### config.mk
export PLATFORM = sky130hd
export DESIGN_NAME = img2col_ifm_gen
export DESIGN_NICKNAME = d
export VERILOG_FILES = /design/src/rtl/img2col_ifm_gen_pkg.sv /design/src/rtl/img2col_ifm_gen_coord_gen.sv /design/src/rtl/img2col_ifm_gen.sv
export SDC_FILE = /design/constraint.sdc
export NUM_CORES = 1
export LEC_CHECK = 0
export ABC_AREA = 1
export BUFFER_PORTS_ARGS = -buffer_cell sky130_fd_sc_hd__buf_2
export CAP_MARGIN = 0
export CORE_MARGIN = 3
export CORE_UTILIZATION = 29
export CTS_CLUSTER_DIAMETER = 80
export CTS_CLUSTER_SIZE = 10
export DETAILED_ROUTE_END_ITERATION = 16
export PLACE_DENSITY = 0.57
export SETUP_SLACK_MARGIN = 0.1
export SYNTH_ARGS = -nofsm -noshare
export SYNTH_HDL_FRONTEND = slang
export SYNTH_SLANG_ARGS = --single-unit
### constraint.sdc
create_clock -name clock -period 19.68 [get_ports clock]
set_clock_uncertainty 0.1 [all_clocks]
set_input_delay 0.984 -clock clock [delete_from_list [all_inputs] [get_ports clock]]
set_output_delay 0.984 -clock clock [all_outputs]
set_load 0.1 [all_outputs]
### src/rtl/img2col_ifm_gen_pkg.sv
// Shared constants and FSM state encodings for the img2col IFM generator.
package img2col_ifm_gen_pkg;

  localparam int KMAX    = 5;
  localparam int PAD_MAX = 2;
  localparam int KS_W    = 4;
  localparam int ST_W    = 3;

  localparam logic [ST_W-1:0] S_IDLE  = 3'd0;
  localparam logic [ST_W-1:0] S_CALC  = 3'd1;
  localparam logic [ST_W-1:0] S_RUN   = 3'd2;
  localparam logic [ST_W-1:0] S_DRAIN = 3'd3;
  localparam logic [ST_W-1:0] S_DONE  = 3'd4;

endpackage

### src/rtl/img2col_ifm_gen_coord_gen.sv
// Kernel-offset / output-position walker with bounds check and BRAM address generation.
module i2c_coord_gen
  import img2col_ifm_gen_pkg::*;
#(
  parameter int RD_ADDR_W = 10,
  parameter int WR_ADDR_W = 5,
  parameter int LANE_W    = 4,
  parameter int DIM_W     = 6
) (
  input  logic                 clock,
  input  logic                 rst,
  input  logic                 load,
  input  logic                 advance,
  input  logic [KS_W-1:0]      ksize,
  input  logic [1:0]           stride,
  input  logic [1:0]           pad,
  input  logic [DIM_W-1:0]     tile_length,
  input  logic [DIM_W-1:0]     tile_height,
  input  logic [DIM_W-1:0]     start_row,
  input  logic [DIM_W-1:0]     start_col,
  input  logic [LANE_W-1:0]    valid_num,
  input  logic [RD_ADDR_W-1:0] base_addr,
  input  logic [DIM_W+1:0]     ow,
  input  logic [DIM_W+1:0]     oh,
  output logic                 rd_en,
  output logic [RD_ADDR_W-1:0] rd_addr,
  output logic [WR_ADDR_W-1:0] k,
  output logic [LANE_W-1:0]    j,
  output logic                 zero,
  output logic                 last
);

  localparam int CW = DIM_W + 2;

  logic [KS_W-1:0]  kr, kc;
  logic [DIM_W-1:0] oy, ox;
  logic             j_wrap, kc_wrap, in_bounds;
  logic [CW-1:0]    ys, xs, iy, ix;

  assign j_wrap  = (j == valid_num - 1'b1);
  assign kc_wrap = (kc == ksize - 4'd1);
  assign last    = j_wrap && kc_wrap && (kr == ksize - 4'd1);

  always_ff @(posedge clock or posedge rst) begin
    if (rst) begin
      kr <= '0;
      kc <= '0;
      k  <= '0;
      j  <= '0;
      oy <= '0;
      ox <= '0;
    end else if (load) begin
      kr <= '0;
      kc <= '0;
      k  <= '0;
      j  <= '0;
      oy <= start_row;
      ox <= start_col;
    end else if (advance) begin
      if (j_wrap) begin
        j  <= '0;
        oy <= start_row;
        ox <= start_col;
        k  <= k + 1'b1;
        if (kc_wrap) begin
          kc <= '0;
          kr <= kr + 1'b1;
        end else begin
          kc <= kc + 1'b1;
        end
      end else begin
        j <= j + 1'b1;
        // Output positions run row-major across the output map width.
        if (CW'(ox) + CW'(1) >= ow) begin
          ox <= '0;
          oy <= oy + 1'b1;
        end else begin
          ox <= ox + 1'b1;
        end
      end
    end
  end

  // Signed input coordinates; the top bit flags a negative (padding) position.
  assign ys = (stride == 2'd2) ? {1'b0, oy, 1'b0} : {2'b00, oy};
  assign xs = (stride == 2'd2) ? {1'b0, ox, 1'b0} : {2'b00, ox};
  assign iy = ys + CW'(kr) - CW'(pad);
  assign ix = xs + CW'(kc) - CW'(pad);

  assign in_bounds = !iy[CW-1] && !ix[CW-1] &&
                     (iy < CW'(tile_height)) && (ix < CW'(tile_length)) &&
                     (CW'(oy) < oh);

  assign rd_en   = advance && in_bounds;
  assign zero    = !in_bounds;
  assign rd_addr = rd_en ? base_addr
                           + RD_ADDR_W'(iy[DIM_W-1:0]) * RD_ADDR_W'(tile_length)
                           + RD_ADDR_W'(ix[DIM_W-1:0])
                         : '0;

endmodule

### src/rtl/img2col_ifm_gen.sv
// im2col IFM generator: sequencing FSM plus the BRAM read-latency delay line.
// state | meaning
// IDLE  | ready, waiting for start with a valid base address
// CALC  | derive output map size from latched config
// RUN   | issue one patch element per cycle
// DRAIN | wait out BRAM read latency
// DONE  | one-cycle completion pulse
module img2col_ifm_gen
  import img2col_ifm_gen_pkg::*;
#(
  parameter int DATA_W    = 128,
  parameter int RD_ADDR_W = 10,
  parameter int WR_ADDR_W = 5,
  parameter int LANE_W    = 4,
  parameter int DIM_W     = 6,
  parameter int RD_LAT    = 1
) (
  input  logic                 clock,
  input  logic                 rst,
  input  logic                 i2c_ifm_start,
  input  logic [KS_W-1:0]      ksize,
  input  logic [1:0]           stride,
  input  logic [1:0]           pad,
  input  logic [DIM_W-1:0]     tile_length,
  input  logic [DIM_W-1:0]     tile_height,
  input  logic [DIM_W-1:0]     start_row,
  input  logic [DIM_W-1:0]     start_col,
  input  logic [LANE_W-1:0]    valid_num,
  input  logic                 addr_valid,
  input  logic [RD_ADDR_W-1:0] base_addr,
  input  logic [DATA_W-1:0]    pixels_in,
  output logic                 i2c_ready,
  output logic                 i2c_done,
  output logic                 ifm_rd_en,
  output logic [RD_ADDR_W-1:0] ifm_rd_addr,
  output logic                 ifm_wr_en,
  output logic [WR_ADDR_W-1:0] ifm_wr_addr,
  output logic [LANE_W-1:0]    ifm_wr_lane,
  output logic [DATA_W-1:0]    pixels_out
);

  localparam int CW  = DIM_W + 2;
  localparam int DCW = (RD_LAT > 1) ? $clog2(RD_LAT) : 1;

  logic [ST_W-1:0]      state;
  logic [DCW-1:0]       drain_cnt;
  logic [KS_W-1:0]      ksize_q;
  logic [1:0]           stride_q, pad_q;
  logic [DIM_W-1:0]     tl_q, th_q, sr_q, sc_q;
  logic [LANE_W-1:0]    vn_q;
  logic [RD_ADDR_W-1:0] base_q;
  logic [CW-1:0]        ow_q, oh_q, span_w, span_h, ow_c, oh_c;
  logic                 accept;

  logic                 cg_last, cg_zero;
  logic [WR_ADDR_W-1:0] cg_k;
  logic [LANE_W-1:0]    cg_j;

  assign accept = (state == S_IDLE) && i2c_ifm_start && addr_valid;

  assign span_w = CW'(tl_q) + CW'({pad_q, 1'b0}) - CW'(ksize_q);
  assign span_h = CW'(th_q) + CW'({pad_q, 1'b0}) - CW'(ksize_q);
  assign ow_c   = ((stride_q == 2'd2) ? (span_w >> 1) : span_w) + CW'(1);
  assign oh_c   = ((stride_q == 2'd2) ? (span_h >> 1) : span_h) + CW'(1);

  always_ff @(posedge clock or posedge rst) begin
    if (rst) begin
      state     <= S_IDLE;
      drain_cnt <= '0;
      ksize_q   <= '0;
      stride_q  <= '0;
      pad_q     <= '0;
      tl_q      <= '0;
      th_q      <= '0;
      sr_q      <= '0;
      sc_q      <= '0;
      vn_q      <= '0;
      base_q    <= '0;
      ow_q      <= '0;
      oh_q      <= '0;
    end else begin
      case (state)
        S_IDLE: if (accept) begin
          ksize_q  <= ksize;
          stride_q <= stride;
          pad_q    <= pad;
          tl_q     <= tile_length;
          th_q     <= tile_height;
          sr_q     <= start_row;
          sc_q     <= start_col;
          vn_q     <= valid_num;
          base_q   <= base_addr;
          state    <= S_CALC;
        end
        S_CALC: begin
          ow_q  <= ow_c;
          oh_q  <= oh_c;
          state <= (vn_q == '0) ? S_DONE : S_RUN;
        end
        S_RUN: if (cg_last) begin
          drain_cnt <= DCW'(RD_LAT - 1);
          state     <= S_DRAIN;
        end
        S_DRAIN: begin
          if (drain_cnt == '0) state <= S_DONE;
          else drain_cnt <= drain_cnt - 1'b1;
        end
        default: state <= S_IDLE;
      endcase
    end
  end

  assign i2c_ready = (state == S_IDLE);
  assign i2c_done  = (state == S_DONE);

  i2c_coord_gen #(
    .RD_ADDR_W (RD_ADDR_W),
    .WR_ADDR_W (WR_ADDR_W),
    .LANE_W    (LANE_W),
    .DIM_W     (DIM_W)
  ) u_coord (
    .clock       (clock),
    .rst         (rst),
    .load        (state == S_CALC),
    .advance     (state == S_RUN),
    .ksize       (ksize_q),
    .stride      (stride_q),
    .pad         (pad_q),
    .tile_length (tl_q),
    .tile_height (th_q),
    .start_row   (sr_q),
    .start_col   (sc_q),
    .valid_num   (vn_q),
    .base_addr   (base_q),
    .ow          (ow_q),
    .oh          (oh_q),
    .rd_en       (ifm_rd_en),
    .rd_addr     (ifm_rd_addr),
    .k           (cg_k),
    .j           (cg_j),
    .zero        (cg_zero),
    .last        (cg_last)
  );

  // Element tags travel alongside the BRAM read so data and position line up.
  logic [RD_LAT-1:0]    dl_vld, dl_zero;
  logic [WR_ADDR_W-1:0] dl_k [RD_LAT];
  logic [LANE_W-1:0]    dl_j [RD_LAT];

  always_ff @(posedge clock or posedge rst) begin
    if (rst) begin
      dl_vld  <= '0;
      dl_zero <= '0;
      for (int i = 0; i < RD_LAT; i++) begin
        dl_k[i] <= '0;
        dl_j[i] <= '0;
      end
    end else begin
      dl_vld[0]  <= (state == S_RUN);
      dl_zero[0] <= cg_zero;
      dl_k[0]    <= cg_k;
      dl_j[0]    <= cg_j;
      for (int i = 1; i < RD_LAT; i++) begin
        dl_vld[i]  <= dl_vld[i-1];
        dl_zero[i] <= dl_zero[i-1];
        dl_k[i]    <= dl_k[i-1];
        dl_j[i]    <= dl_j[i-1];
      end
    end
  end

  assign ifm_wr_en   = dl_vld[RD_LAT-1];
  assign ifm_wr_addr = ifm_wr_en ? dl_k[RD_LAT-1] : '0;
  assign ifm_wr_lane = ifm_wr_en ? dl_j[RD_LAT-1] : '0;
  assign pixels_out  = (ifm_wr_en && !dl_zero[RD_LAT-1]) ? pixels_in : '0;

endmodule

==> summary.txt <==
STA
  • Worst Tran Pin Value: around 1.1 ns
  • Fin crit share: about two fifths
  • Fmax: 124.4 MHz
  • Max transition margin: about 28%
  • Post-layout minimum cycle time: roughly 8.0 ns
  • Pins Over Slew Limit: 0
  • Final hold vios: 0
  • RSZ-0062 raised after global routing: false
  • Final setup TNS: 0 ns
  • Final setup viols: 0

Critical path
  • Critical path's slowest cell: xnor2_1
  • Number of cells on the critical path: 26
  • Setup crit end: ifm_rd_addr[9]
  • Worst path bufs/invs: 7
  • CP arrival: a little under 7 ns
  • Kind of critical path: reg2out
  • Req. time, crit path: between 15 and 20 ns
  • CP Capture Type: output pin
  • CP Max Fanout: 30
  • Worst r2r src: stride_q[0]$_DFFE_PP0P_
  • Critical path launch point type: flip-flop
  • FF-to-FF path depth: 19
  • Register-to-register setup slack: 15.67 ns
  • Top Family by Delay on Critical Path: adder cells
  • Reg-to-Reg End: dl_zero$_DFF_PP0_
  • Most common cell on crit path: fa_1
  • Critical path launch point: stride_q[0]$_DFFE_PP0P_
  • Worst path max stage delay: around 0.54 ns

Clock network
  • Root buffer cell: clkbuf_16
  • Clock latency on the worst-skew pair: around 0.36 ns
  • Clock Tree Buf Depth: 2
  • CTS Sinks: 105
  • Total CTS buffers: 9
  • CTS tree: yes
  • H-Tree Depth: 3
  • Clock transition at the registers of the reported paths: 0.07 ns
  • Post-CTS Hold Buffers: 0
  • Post-CTS setup buffers: 0
  • Post_cts resized: 0

Routing
  • Initial drt markers: around 460
  • Initial DRT Pass Iterations: 5
  • Routed WL: around 35000 um
  • DRC violations left: 0
  • DRT antenna net count: 0
  • Via count: 9557
  • Avg WL per Cell: 16.23 um
  • Vias per std cell: 4.478

Yosys
  • Syn Std Cell Area: between 0.009 and 0.01 mm2
  • Top-count cell post-synth: inv_1
  • Register area share after synthesis: 26.70%
  • Post-synth top area share: a little over a quarter
  • Synthesis warning total: 0
  • Average size of a mapped cell: ~7 um2
  • Leading register cell type out of synthesis: dfrtp_1
  • Post-synth EDFFs: 0
  • Syn Inst Count: ~1400
  • Synthesized flop and latch total: approximately 110
  • Ranking of synthesized cells by area: dfrtp_1, inv_1, ha_1, nand2_1, fa_1
  • Post-synth ARST share: 100.0%
  • Unique cell type count in the Yosys netlist: 43
  • Post-Syn Nets: 1682
  • Synth cell count leaders: inv_1, nand2_1, nor2_1, dfrtp_1, ha_1
  • Largest area contributor in the netlist: dfrtp_1

Final layout
  • Synth-to-Final Area Change: 24.18%
  • Share of layout cells above drive strength 1: between 20% and 30%
  • Layout Nets: between 1500 and 2000

Global route
  • Antenna violations before repair: 11
  • Number of global-route vias before repair: between 9000 and 10000
  • First-pass GRT wire length: between 50000 and 60000 um
  • Largest net degree at the start of global routing: between 90 and 100
  • Total gr overflow: 0
  • Tot GR Track Use: around a fifth

Worst hold path
  • Worst min path class: reg2reg
  • Hold Crit Depth: 0
  • Hold Crit Start: u_coord.k[4]$_DFFE_PP0P_

Die
  • Core Region: ~0.033 mm2
  • Ports: between 300 and 400
  • Chip width: between 150 and 200 um
  • Rows: 66
  • Starting density of the core: between 20% and 30%
  • Vert. Die Dim: 190.2 um
  • Die footprint: approximately 0.036 mm2

Place
  • Post-DP HPWL: between 20000 and 30000 um
  • Final GP Congestion: 0.9559
  • Port buffer count: roughly 330

Run status
  • Outcome: finished, final reports clean

Job
  • Max_cap viols: 0
==> kinds of logic (layout without fill, tap and decap cells) <==
group | after synthesis | in the layout | share of synthesized area, %
AND/OR/NAND/NOR | 553 | 553 | 24.23
buffers and inverters | 391 | 701 | 15.55
flip-flops | 105 | 105 | 26.70
adder cells (fa/ha/maj) | 129 | 129 | 19.38
multiplexers | 22 | 22 | 2.518
AO/OA/AOI/OAI | 129 | 129 | 7.451
other | 0 | 7 | 0
XOR/XNOR | 46 | 46 | 4.170
==> placed cells by master, fill, tap and decap left out, types with 7 or more instances in the layout <==
cell	count
inv_1	344
buf_2	328
nand2_1	214
nor2_1	204
dfrtp_1	105
ha_1	90
nand3_1	64
a21oi_1	52
fa_1	39
o21ai_0	37
xor2_1	29
mux2_2	22
nor2_2	19
nand4_1	18
xnor2_1	16
o21ai_1	10
inv_2	9
clkbuf_16	9
diode_2	7
nor3_1	7
==> worst min-delay path by stage <==
stage                                   end  slack, ns
final                     dl_k[4]$_DFF_PP0_       0.32
after global routing      dl_k[4]$_DFF_PP0_       0.33
after CTS                 dl_k[4]$_DFF_PP0_       0.32
after detailed placement  dl_k[4]$_DFF_PP0_       0.30
after global placement    dl_k[4]$_DFF_PP0_       0.31
after floorplan           dl_k[3]$_DFF_PP0_       0.28
==> metal layers <==
layer  routed length [um]  track usage (%)  part of all wire, %  up-vias
li1                     -                -                    -     4761
met3                 1924            3.695                  5.6       36
met2                17860            34.45                   52      258
met1                14160            22.04                   41     4498
met4                  670            5.927                  1.9        4
met5                   24                0                0.069        -
==> worst register-to-register path: stages (launching register included) <==
cell     delay [ns]
dfrtp_1        0.39
nor2_2         0.10
buf_4          0.29
inv_2          0.24
o21ai_0        0.33
fa_1           0.53
ha_1           0.31
nand3_1        0.07
nand2_1        0.15
a21oi_1        0.09
o21ai_0        0.22
xor2_1         0.18
inv_1          0.10
ha_1           0.19
nor2_1         0.11
o21ai_0        0.09
inv_1          0.06
nand3_1        0.08
nor2_2         0.17
nand3_1        0.10
==> sequential cells by signal (all words and copies together) (netlist names), 5 cells and up <==
signal and flops:
base_q 10, dl_k 5, oh_q 8, ow_q 8, sc_q 6, sr_q 6
th_q 6, tl_q 6, u_coord.k 5, u_coord.ox 6, u_coord.oy 6
==> cell type report <==
| type | count | area, um2 |
|---|---|---|
| Sequential cell | 105 | 2628 |
| Clock buffer | 11 | 252.7 |
| Timing Repair Buffer | 332 | 1672 |
| Inverter | 354 | 1331 |
| Multi-Input combinational cell | 879 | 5690 |
| Tap cell | 442 | 553.0 |
| Antenna cell | 7 | 17.52 |
| Fill cell | 3514 | 20730 |
| Clock inverter | 4 | 76.32 |
==> metrics by stage <==
stage               std cells  hold slack, ns  area, um2  util, %  setup WS, ns
floorplan                1375          0.2808       9841        -         11.50
global placement         2112          0.3083      11870    36.04         12.08
detailed placement       2112          0.3046      11870    36.04         12.03
CTS                      2127          0.3227      12200    37.04         11.62
global route             2132          0.3312      12220    37.07         11.23
finish                   2134          0.3238      12220    37.09         11.64
Power is left out: the tool's default activity adds up to more than one toggle a clock period on the data nets, which glitch-free logic cannot reach.
